## src/rtl/uart_pkg.sv

```systemverilog
// Shared UART definitions used by the register block, the transmit FIFO
// and the serializer: default sizing and the common character type.
package uart_pkg;

   localparam int DEFAULT_DATA_BITS     = 8;
   localparam int DEFAULT_TX_FIFO_DEPTH = 16;

   typedef logic [7:0] uart_char_t;

endpackage

```

## src/rtl/uart_fifo_mem.sv

```systemverilog
// Storage array for the UART transmit FIFO: one synchronous write port and
// one asynchronous read port. Kept on its own so it can be mapped onto
// distributed RAM later without touching the pointer logic.
module uart_fifo_mem import uart_pkg::*; #(
   parameter int DATA_BITS = DEFAULT_DATA_BITS,
   parameter int DEPTH     = DEFAULT_TX_FIFO_DEPTH,
   localparam int ADDR_W   = $clog2(DEPTH)
) (
   input  logic                 clk,
   input  logic                 wr_en_i,
   input  logic [ADDR_W-1:0]    wr_addr_i,
   input  logic [DATA_BITS-1:0] wr_data_i,
   input  logic [ADDR_W-1:0]    rd_addr_i,
   output logic [DATA_BITS-1:0] rd_data_o
);

   logic [DATA_BITS-1:0] mem_q [DEPTH];

   // Write the incoming character; contents are deliberately not reset.
   always_ff @(posedge clk) begin
      if (wr_en_i) begin
         mem_q[wr_addr_i] <= wr_data_i;
      end
   end

   assign rd_data_o = mem_q[rd_addr_i];

endmodule

```

## src/rtl/uart_tx_fifo.sv

```systemverilog
// UART transmit byte FIFO between the register block and the serializer.
// Pointers carry one extra wrap bit so full and empty are distinguishable
// without a separate counter; the head character is read show-ahead.
// Optional build macro UART_TX_FIFO_THRESH_EN adds registered
// almost_full / almost_empty flags with AFULL_LEVEL / AEMPTY_LEVEL.
module uart_tx_fifo import uart_pkg::*; #(
   parameter int DATA_BITS    = DEFAULT_DATA_BITS,
   parameter int DEPTH        = DEFAULT_TX_FIFO_DEPTH,
`ifdef UART_TX_FIFO_THRESH_EN
   parameter int AFULL_LEVEL  = DEPTH - 2,
   parameter int AEMPTY_LEVEL = 1,
`endif
   localparam int LEVEL_W     = $clog2(DEPTH) + 1
) (
   input  logic                 clk,
   input  logic                 rst,
   input  logic                 flush,
   input  logic [DATA_BITS-1:0] in_data,
   input  logic                 in_valid,
   output logic                 in_ready,
   output logic [DATA_BITS-1:0] out_data,
   output logic                 out_valid,
   input  logic                 out_ready,
   output logic [LEVEL_W-1:0]   level,
   output logic                 full,
`ifdef UART_TX_FIFO_THRESH_EN
   output logic                 almost_full,
   output logic                 almost_empty,
`endif
   output logic                 empty
);

   localparam int IDX_W = LEVEL_W - 1;

   logic [LEVEL_W-1:0] wr_ptr_q;
   logic [LEVEL_W-1:0] wr_ptr_d;
   logic [LEVEL_W-1:0] rd_ptr_q;
   logic [LEVEL_W-1:0] rd_ptr_d;
   logic               push;
   logic               pop;

   assign empty = (wr_ptr_q == rd_ptr_q);
   assign full  = (wr_ptr_q[IDX_W-1:0] == rd_ptr_q[IDX_W-1:0]) &&
                  (wr_ptr_q[IDX_W] != rd_ptr_q[IDX_W]);
   assign level = wr_ptr_q - rd_ptr_q;

   // in_ready looks only at our own state, never at out_ready, so a full
   // FIFO cannot pass a character straight through.
   assign in_ready  = !full && !flush && rst;
   assign out_valid = !empty && !flush;

   assign push = in_valid && in_ready;
   assign pop  = out_valid && out_ready;

   // Next pointers: flush drops everything held and overrides push/pop.
   always_comb begin
      wr_ptr_d = wr_ptr_q;
      rd_ptr_d = rd_ptr_q;
      if (flush) begin
         rd_ptr_d = wr_ptr_q;
      end else begin
         if (push) begin
            wr_ptr_d = wr_ptr_q + LEVEL_W'(1);
         end
         if (pop) begin
            rd_ptr_d = rd_ptr_q + LEVEL_W'(1);
         end
      end
   end

   // Pointer registers; an asserted reset empties the FIFO immediately.
   always_ff @(posedge clk or negedge rst) begin
      if (!rst) begin
         wr_ptr_q <= '0;
         rd_ptr_q <= '0;
      end else begin
         wr_ptr_q <= wr_ptr_d;
         rd_ptr_q <= rd_ptr_d;
      end
   end

`ifdef UART_TX_FIFO_THRESH_EN
   logic [LEVEL_W-1:0] level_d;
   logic               almost_full_q;
   logic               almost_empty_q;

   assign level_d = wr_ptr_d - rd_ptr_d;

   // Threshold flags come from the next-state level so they line up with level.
   always_ff @(posedge clk or negedge rst) begin
      if (!rst) begin
         almost_full_q  <= 1'b0;
         almost_empty_q <= 1'b1;
      end else begin
         almost_full_q  <= (level_d >= LEVEL_W'(AFULL_LEVEL));
         almost_empty_q <= (level_d <= LEVEL_W'(AEMPTY_LEVEL));
      end
   end

   assign almost_full  = almost_full_q;
   assign almost_empty = almost_empty_q;
`endif

   uart_fifo_mem #(
      .DATA_BITS (DATA_BITS),
      .DEPTH     (DEPTH)
   ) u_mem (
      .clk       (clk),
      .wr_en_i   (push),
      .wr_addr_i (wr_ptr_q[IDX_W-1:0]),
      .wr_data_i (in_data),
      .rd_addr_i (rd_ptr_q[IDX_W-1:0]),
      .rd_data_o (out_data)
   );

endmodule

```

## config.mk

```make
export PLATFORM = sky130hd
export DESIGN_NAME = uart_tx_fifo
export DESIGN_NICKNAME = d
export VERILOG_FILES = /design/src/rtl/uart_pkg.sv /design/src/rtl/uart_fifo_mem.sv /design/src/rtl/uart_tx_fifo.sv
export SDC_FILE = /design/constraint.sdc
export NUM_CORES = 1
export LEC_CHECK = 0
export ABC_AREA = 1
export ABC_CLOCK_PERIOD_IN_PS = 3400
export BUFFER_PORTS_ARGS = -buffer_cell sky130_fd_sc_hd__buf_2
export CAP_MARGIN = 20
export CORE_ASPECT_RATIO = 1.4
export CORE_MARGIN = 2
export CORE_UTILIZATION = 55
export DETAILED_ROUTE_END_ITERATION = 6
export GPL_TIMING_DRIVEN = 0
export PLACE_DENSITY = 0.73
export SETUP_SLACK_MARGIN = 0.05
export SLEW_MARGIN = 25
export SYNTH_ARGS = -nofsm -noshare
export SYNTH_HDL_FRONTEND = slang
export SYNTH_SLANG_ARGS = --single-unit
```

## constraint.sdc

```tcl
create_clock -name clk -period 3.4 [get_ports clk]
set_input_delay 0 -clock clk [delete_from_list [all_inputs] [get_ports clk]]
set_output_delay 0 -clock clk [all_outputs]
set_load 0.005 [all_outputs]
```

==> impl_metrics.toml, run 1 <==
[placed_design]
hpwl_mm = 10.6
portBuffers = 28
gp_congestion = 0.860
placed_cell_area_mm2 = 0.00692
pre_cts_ws_ns = 0.432
place_inst = 878

[worst_hold_path]
hold_start = "in_data[2]"
hold_class = "input pin to flip-flop"
holdPathStages = 1
worstHoldEndpoint = "u_mem.mem_q[13][2]"

[clock_tree]
clkSlewWorstSetupHoldPaths_ns = 0.06
clockBufferDepth = 2
cts_tree = "done"
ctsRootBufferMaster = "clkbuf_16"
cts_hold_buf = 4
cts.htree.levels = 4
cts.sinks = 138
postCtsResizedCells = 0
cts_buffers = 17
post-cts-setup-buffers = 0
insertion_delay_ns = 0.42

[power_and_ir_drop]
p_int_mw = 3.74
irDropWorstVdd_uv = 591
leakage_nw = 3.46
power_switching_mw = 2.14
switching_share_pct = 36.4
power_frac_clock_pct = 29.0
powerDensity_mw_per_mm2 = 781
power_frac_seq_pct = 33.9
combPwrFrac_pct = 37.1

[global_route]
grt_max_degree = 17
first_global_vias = 4634
grt_pass1_wl_mm = 24.3
grt_overflow = 0
grt.total_usage_pct = 26.2
antenna_found_initial = 0

[logic_synthesis]
syn_nets = 726
yosysUniqueCellTypes = 26
synth_seq_area_share_pct = 62.1
synthCells = 703
syn_area_mm2 = 0.00660
synth-seq-cells = 138
synth_warnings = 0
syn_avg_cell_area_um2 = 9.38

[run_status]
status = "finished, final reports clean"

[cells_and_area]
synthToLayoutAreaGrowth_pct = 14.1
nFillCells = 935
final_cells = 915
nNetsFinal = 778
final_cell_mix = "nand2_1, inv_1, edfxtp_1"
post-route-util_pct = 64.0
drive_gt1_share_pct = 12.0
final_common_cell = "nand2_1"
stdcell_area_mm2 = 0.00752
n_antenna_cell = 0

[detailed_routing]
drtAntennaViolNets = 0
num_vias = 4783
routed_wl_mm = 15.6
firstDrtPassIters = 6
wl_per_cell_um = 17.1
avgViaCountPerCell = 5.23
drtIter0Drc = 453
drc = 0

[setup_path]
r2r-start = "rd_ptr_q[3]"
startpoint_type = "flip-flop"
reg2reg_slack_ns = 0.45
path_buf_inv = 3
crit_chain = "inv_1 > clkbuf_1 > ha_1 > nand2_2 > nor2_4 > nand3_4 > nand3_2 > buf_4 > nor2_1"
worstPathRequired_ns = 3.44
path_delay_family = "simple AND/OR/NAND/NOR gates"
r2r_end = "u_mem.mem_q[12][0]"
cp_max_fo = 10
end_kind = "flip-flop"
crit_type = "flip-flop to flip-flop"
slowest_stage = "nor2_1"
ff2ff_path_depth = 9
cp-startpoint = "rd_ptr_q[3]"
cp_slowest_stage_delay_ns = 0.68
arrival_ns = 2.98

[die]
core_area_mm2 = 0.0118
pin_count = 30
dieArea_mm2 = 0.0129
num_rows = 47
die_w_um = 96.5
die-height_um = 134
start_util_pct = 56.1

[timing]
rsz0062_at_grt = "false"
fmax_mhz = 339
fin_ws_ns = 0.451
worst_slew_pin_slew_ns = 0.926
slew_viol_final = 0
finClkSkew_ns = 0.00974
final_hold_viol_count = 0
setup_violations = 0
min_period_ns = 2.95
relSlewSlack_pct = 38.1
setup_tns_ns = 0
fin_crit_sh_pct = 86.7

[job]
max_cap_viol_count = 0
[sequential cells by signal (all words and copies together) (netlist names)]
signal	cells
u_mem.mem_q	128
rd_ptr_q	5
wr_ptr_q	5
[cell usage after synthesis]
master / n / area, um2
nand3_1: 94 / 470
nand2_2: 4 / 25.0
nor2_2: 1 / 6.26
fa_1: 1 / 20.0
inv_4: 1 / 6.26
nand3_2: 1 / 10.0
nor2_1: 21 / 78.8
edfxtp_1: 128 / 3840
dfrtp_1: 10 / 250
nand2_1: 246 / 923
o21ai_0: 4 / 20.0
clkinv_1: 2 / 7.51
buf_4: 8 / 60.1
inv_2: 1 / 3.75
xnor2_1: 1 / 8.76
nand4_1: 5 / 31.3
xor2_1: 5 / 43.8
clkbuf_1: 1 / 3.75
buf_2: 16 / 80.1
buf_6: 3 / 33.8
inv_1: 135 / 507
a21oi_1: 3 / 15.0
nor3_1: 1 / 5.00
nor2_4: 1 / 11.3
ha_1: 9 / 113
nand3_4: 1 / 17.5
[worst max path at each step]
stage | endpoint | slack, ns | cells after the start
after global routing | u_mem.mem_q[13][4] | 0.32 | 10
after global placement | u_mem.mem_q[12][5] | 0.54 | 9
after detailed placement | u_mem.mem_q[12][4] | 0.43 | 9
final | u_mem.mem_q[12][0] | 0.45 | 9
after CTS | u_mem.mem_q[12][4] | 0.42 | 9
after floorplan | u_mem.mem_q[12][0] | 1.11 | 10
[worst register-to-register path, stage by stage, from the launching register on]
cell      delay (ns)
dfrtp_1         0.39
inv_1           0.07
clkbuf_1        0.46
ha_1            0.39
nand2_2         0.12
nor2_4          0.06
nand3_4         0.09
nand3_2         0.11
buf_4           0.19
nor2_1          0.69
[final cells by class]
type	instances	area (um2)	area share, %
buffer	28	178	2.36
clock buffer	25	485	6.45
clock inverter	7	68.8	0.915
inverter	139	524	6.97
multi-input combinational	398	1800	23.9
sequential	138	4090	54.4
tap	147	184	2.44
timing repair buffer	33	190	2.53
[per-layer routing]
| layer | part of all wire, % | vias to the layer above | track usage (%) |
|---|---|---|---|
| met4 | 3.3 | 0 | 11.2 |
| met1 | 36 | 2221 | 30.0 |
| met5 | 0 | - | 0 |
| met3 | 6.9 | 35 | 6.62 |
| li1 | - | 2319 | - |
| met2 | 54 | 208 | 45.6 |
[metrics by stage]
stage | hold slack [ns] | power [mW]
2_1_floorplan | -0.296 | 3.39
3_3_place_gp | -0.122 | 4.12
3_5_place_dp | -0.115 | 4.17
4_1_cts | 0.00123 | 5.87
5_1_grt | 0.00633 | 6.20
6_report | 0.00664 | 5.88
[kinds of logic (layout without fill, tap and decap cells)]
| kind of cell | count (synthesis) | in the layout | synth area share (%) |
|---|---|---|---|
| AND/OR/NAND/NOR | 375 | 375 | 23.9 |
| buffers and inverters | 167 | 232 | 10.6 |
| flip-flops | 138 | 138 | 62.1 |
| adder cells (fa/ha/maj) | 10 | 10 | 2.01 |
| AO/OA/AOI/OAI | 7 | 7 | 0.531 |
| XOR/XNOR | 6 | 6 | 0.797 |
[power by group through the flow]
stage          combinational [mW]  sequential, mW  clock, mW
6_report                     2.18            1.99       1.70
3_5_place_dp                 2.14            2.03          0
3_3_place_gp                 2.10            2.02          0
4_1_cts                      2.17            1.99       1.71
5_1_grt                      2.42            2.00       1.78
2_1_floorplan                1.39            2.00          0
No activity file was read; power rests on OpenSTA's default activity.
==> run 2, diff against run 1 <==
--- a/config.mk
+++ b/config.mk
@@ -11,10 +11,10 @@
 export CAP_MARGIN = 20
 export CORE_ASPECT_RATIO = 1.4
 export CORE_MARGIN = 2
-export CORE_UTILIZATION = 55
+export CORE_UTILIZATION = 30
+export CTS_CLUSTER_SIZE = 24
 export DETAILED_ROUTE_END_ITERATION = 6
-export GPL_TIMING_DRIVEN = 0
-export PLACE_DENSITY = 0.73
+export PLACE_DENSITY = 0.46
 export SETUP_SLACK_MARGIN = 0.05
 export SLEW_MARGIN = 25
 export SYNTH_ARGS = -nofsm -noshare
==> impl_metrics.toml, run 2 (synthesis gave the netlist of run 1 again) <==
[global_route]
grt_pass1_wl_mm = 26.6
first_global_vias = 4507
grt.total_usage_pct = 15.8
grt_max_degree = 71
grt_overflow = 0
antenna_found_initial = 0

[setup_path]
ff2ff_path_depth = 7
cp_max_fo = 20
startpoint_type = "flip-flop"
crit_type = "flip-flop to flip-flop"
r2r_end = "u_mem.mem_q[11][0]"
end_kind = "flip-flop"
arrival_ns = 3.19
r2r-start = "rd_ptr_q[2]"
worstPathRequired_ns = 3.45
reg2reg_slack_ns = 0.25

[placed_design]
portBuffers = 29
gp_congestion = 0.798
pre_cts_ws_ns = 0.234
hpwl_mm = 11.7

[worst_hold_path]
worstHoldEndpoint = "rd_ptr_q[4]"
hold_start = "flush"
hold_class = "input pin to flip-flop"
holdPathStages = 5

[timing]
relSlewSlack_pct = 46.7
setup_violations = 0
rsz0062_at_grt = "false"
min_period_ns = 3.15
fin_ws_ns = 0.255
final_hold_viol_count = 0
slew_viol_final = 0
fin_crit_sh_pct = 92.5
setup_tns_ns = 0
worst_slew_pin_slew_ns = 0.800
fmax_mhz = 318
finClkSkew_ns = 0.00938

[die]
num_rows = 64
die-height_um = 179
start_util_pct = 30.4
die_w_um = 129
dieArea_mm2 = 0.0232
core_area_mm2 = 0.0217
pin_count = 30

[clock_tree]
insertion_delay_ns = 0.42
cts.htree.levels = 4
cts.sinks = 138
clkSlewWorstSetupHoldPaths_ns = 0.06
ctsRootBufferMaster = "clkbuf_16"
cts_buffers = 17
cts_tree = "done"
clockBufferDepth = 2

[detailed_routing]
drtAntennaViolNets = 0
drtIter0Drc = 288
num_vias = 4525
wl_per_cell_um = 17.0
firstDrtPassIters = 4
drc = 0
routed_wl_mm = 17.7
avgViaCountPerCell = 4.35

[cells_and_area]
largest_reg_flops = 128
synthToLayoutAreaGrowth_pct = 16.0
nFillCells = 2257
final_cell_mix = "nand2_1, inv_1, edfxtp_1"
drive_gt1_share_pct = 9.81
largestRegisters = "u_mem.mem_q: 128 flops, rd_ptr_q: 5 flops, wr_ptr_q: 5 flops"
final_common_cell = "nand2_1"
nNetsFinal = 754
n_antenna_cell = 0
largest_register = "u_mem.mem_q"

[power_and_ir_drop]
irDropWorstVdd_uv = 554
p_total_mw = 6.10
powerDensity_mw_per_mm2 = 797
leakage_nw = 3.40

[job]
max_cap_viol_count = 0

[run_status]
status = "finished, final reports clean"
## run 2: cell count changes in the layout (fill, tap and decap cells not counted), sizes merged
cell / delta
buf: -22
clkbuf: -8
bufinv: +4
inv: +3
clkinv: +1
clkinvlp: -1
dlygate4sd3: -1
## run 2: worst max path at each step
stage,start,end
floorplan,rd_ptr_q[1],u_mem.mem_q[12][0]
global placement,rd_ptr_q[2],u_mem.mem_q[13][7]
detailed placement,rd_ptr_q[2],u_mem.mem_q[0][1]
CTS,rd_ptr_q[2],u_mem.mem_q[0][5]
global route,rd_ptr_q[2],u_mem.mem_q[13][5]
finish,rd_ptr_q[2],u_mem.mem_q[11][0]
## run 2: stage by stage
stage	std cells	util (%)	hold WS [ns]	area (um2)
floorplan	703	-	-0.296	6600
global placement	1005	32.1	-0.0998	6970
detailed placement	1005	32.1	-0.0999	6970
CTS	1041	35.3	0.00120	7650
global route	1041	35.3	0.0467	7650
finish	1041	35.3	0.00588	7650
## run 2: layer usage
layer | vias to the layer above | global-route usage, % | share of wire [%]
met1 | 2139 | 19.3 | 43
met2 | 92 | 27.0 | 51
met3 | 25 | 2.74 | 2.8
met5 | - | 0 | 0
met4 | 0 | 6.74 | 3.0
li1 | 2269 | - | -
## run 2: report_power, final
part / internal [mW] / switching (mW)
clock network: 1.31 / 0.711
logic: 0.649 / 1.42
registers: 1.93 / 0.0832
## run 2: area by class of cell
| type | instances | area (um2) | area share (%) |
|---|---|---|---|
| sequential | 138 | 4100 | 53.5 |
| multi-input combinational | 398 | 1800 | 23.5 |
| inverter | 139 | 524 | 6.85 |
| clock buffer | 18 | 429 | 5.61 |
| tap | 297 | 372 | 4.86 |
| clock inverter | 14 | 218 | 2.84 |
| timing repair buffer | 37 | 215 | 2.81 |
## run 2: what timing repair did
item                                    in CTS  in global routing
endpoints found under the hold margin       20                  0
gates resized for setup                      0                  0
endpoints found under the setup margin       0                  0
setup buffers                                0                  0
hold buffers                                 4                  0
## run 2: worst max-delay path, cell delays in order (launching register included)
cell and delay [ns]:
dfrtp_1 0.58, inv_1 0.27, ha_1 0.43, nand2_2 0.11, nor2_4 0.05, nand3_4 0.08, nand3_2 0.47, nor2_1 0.77
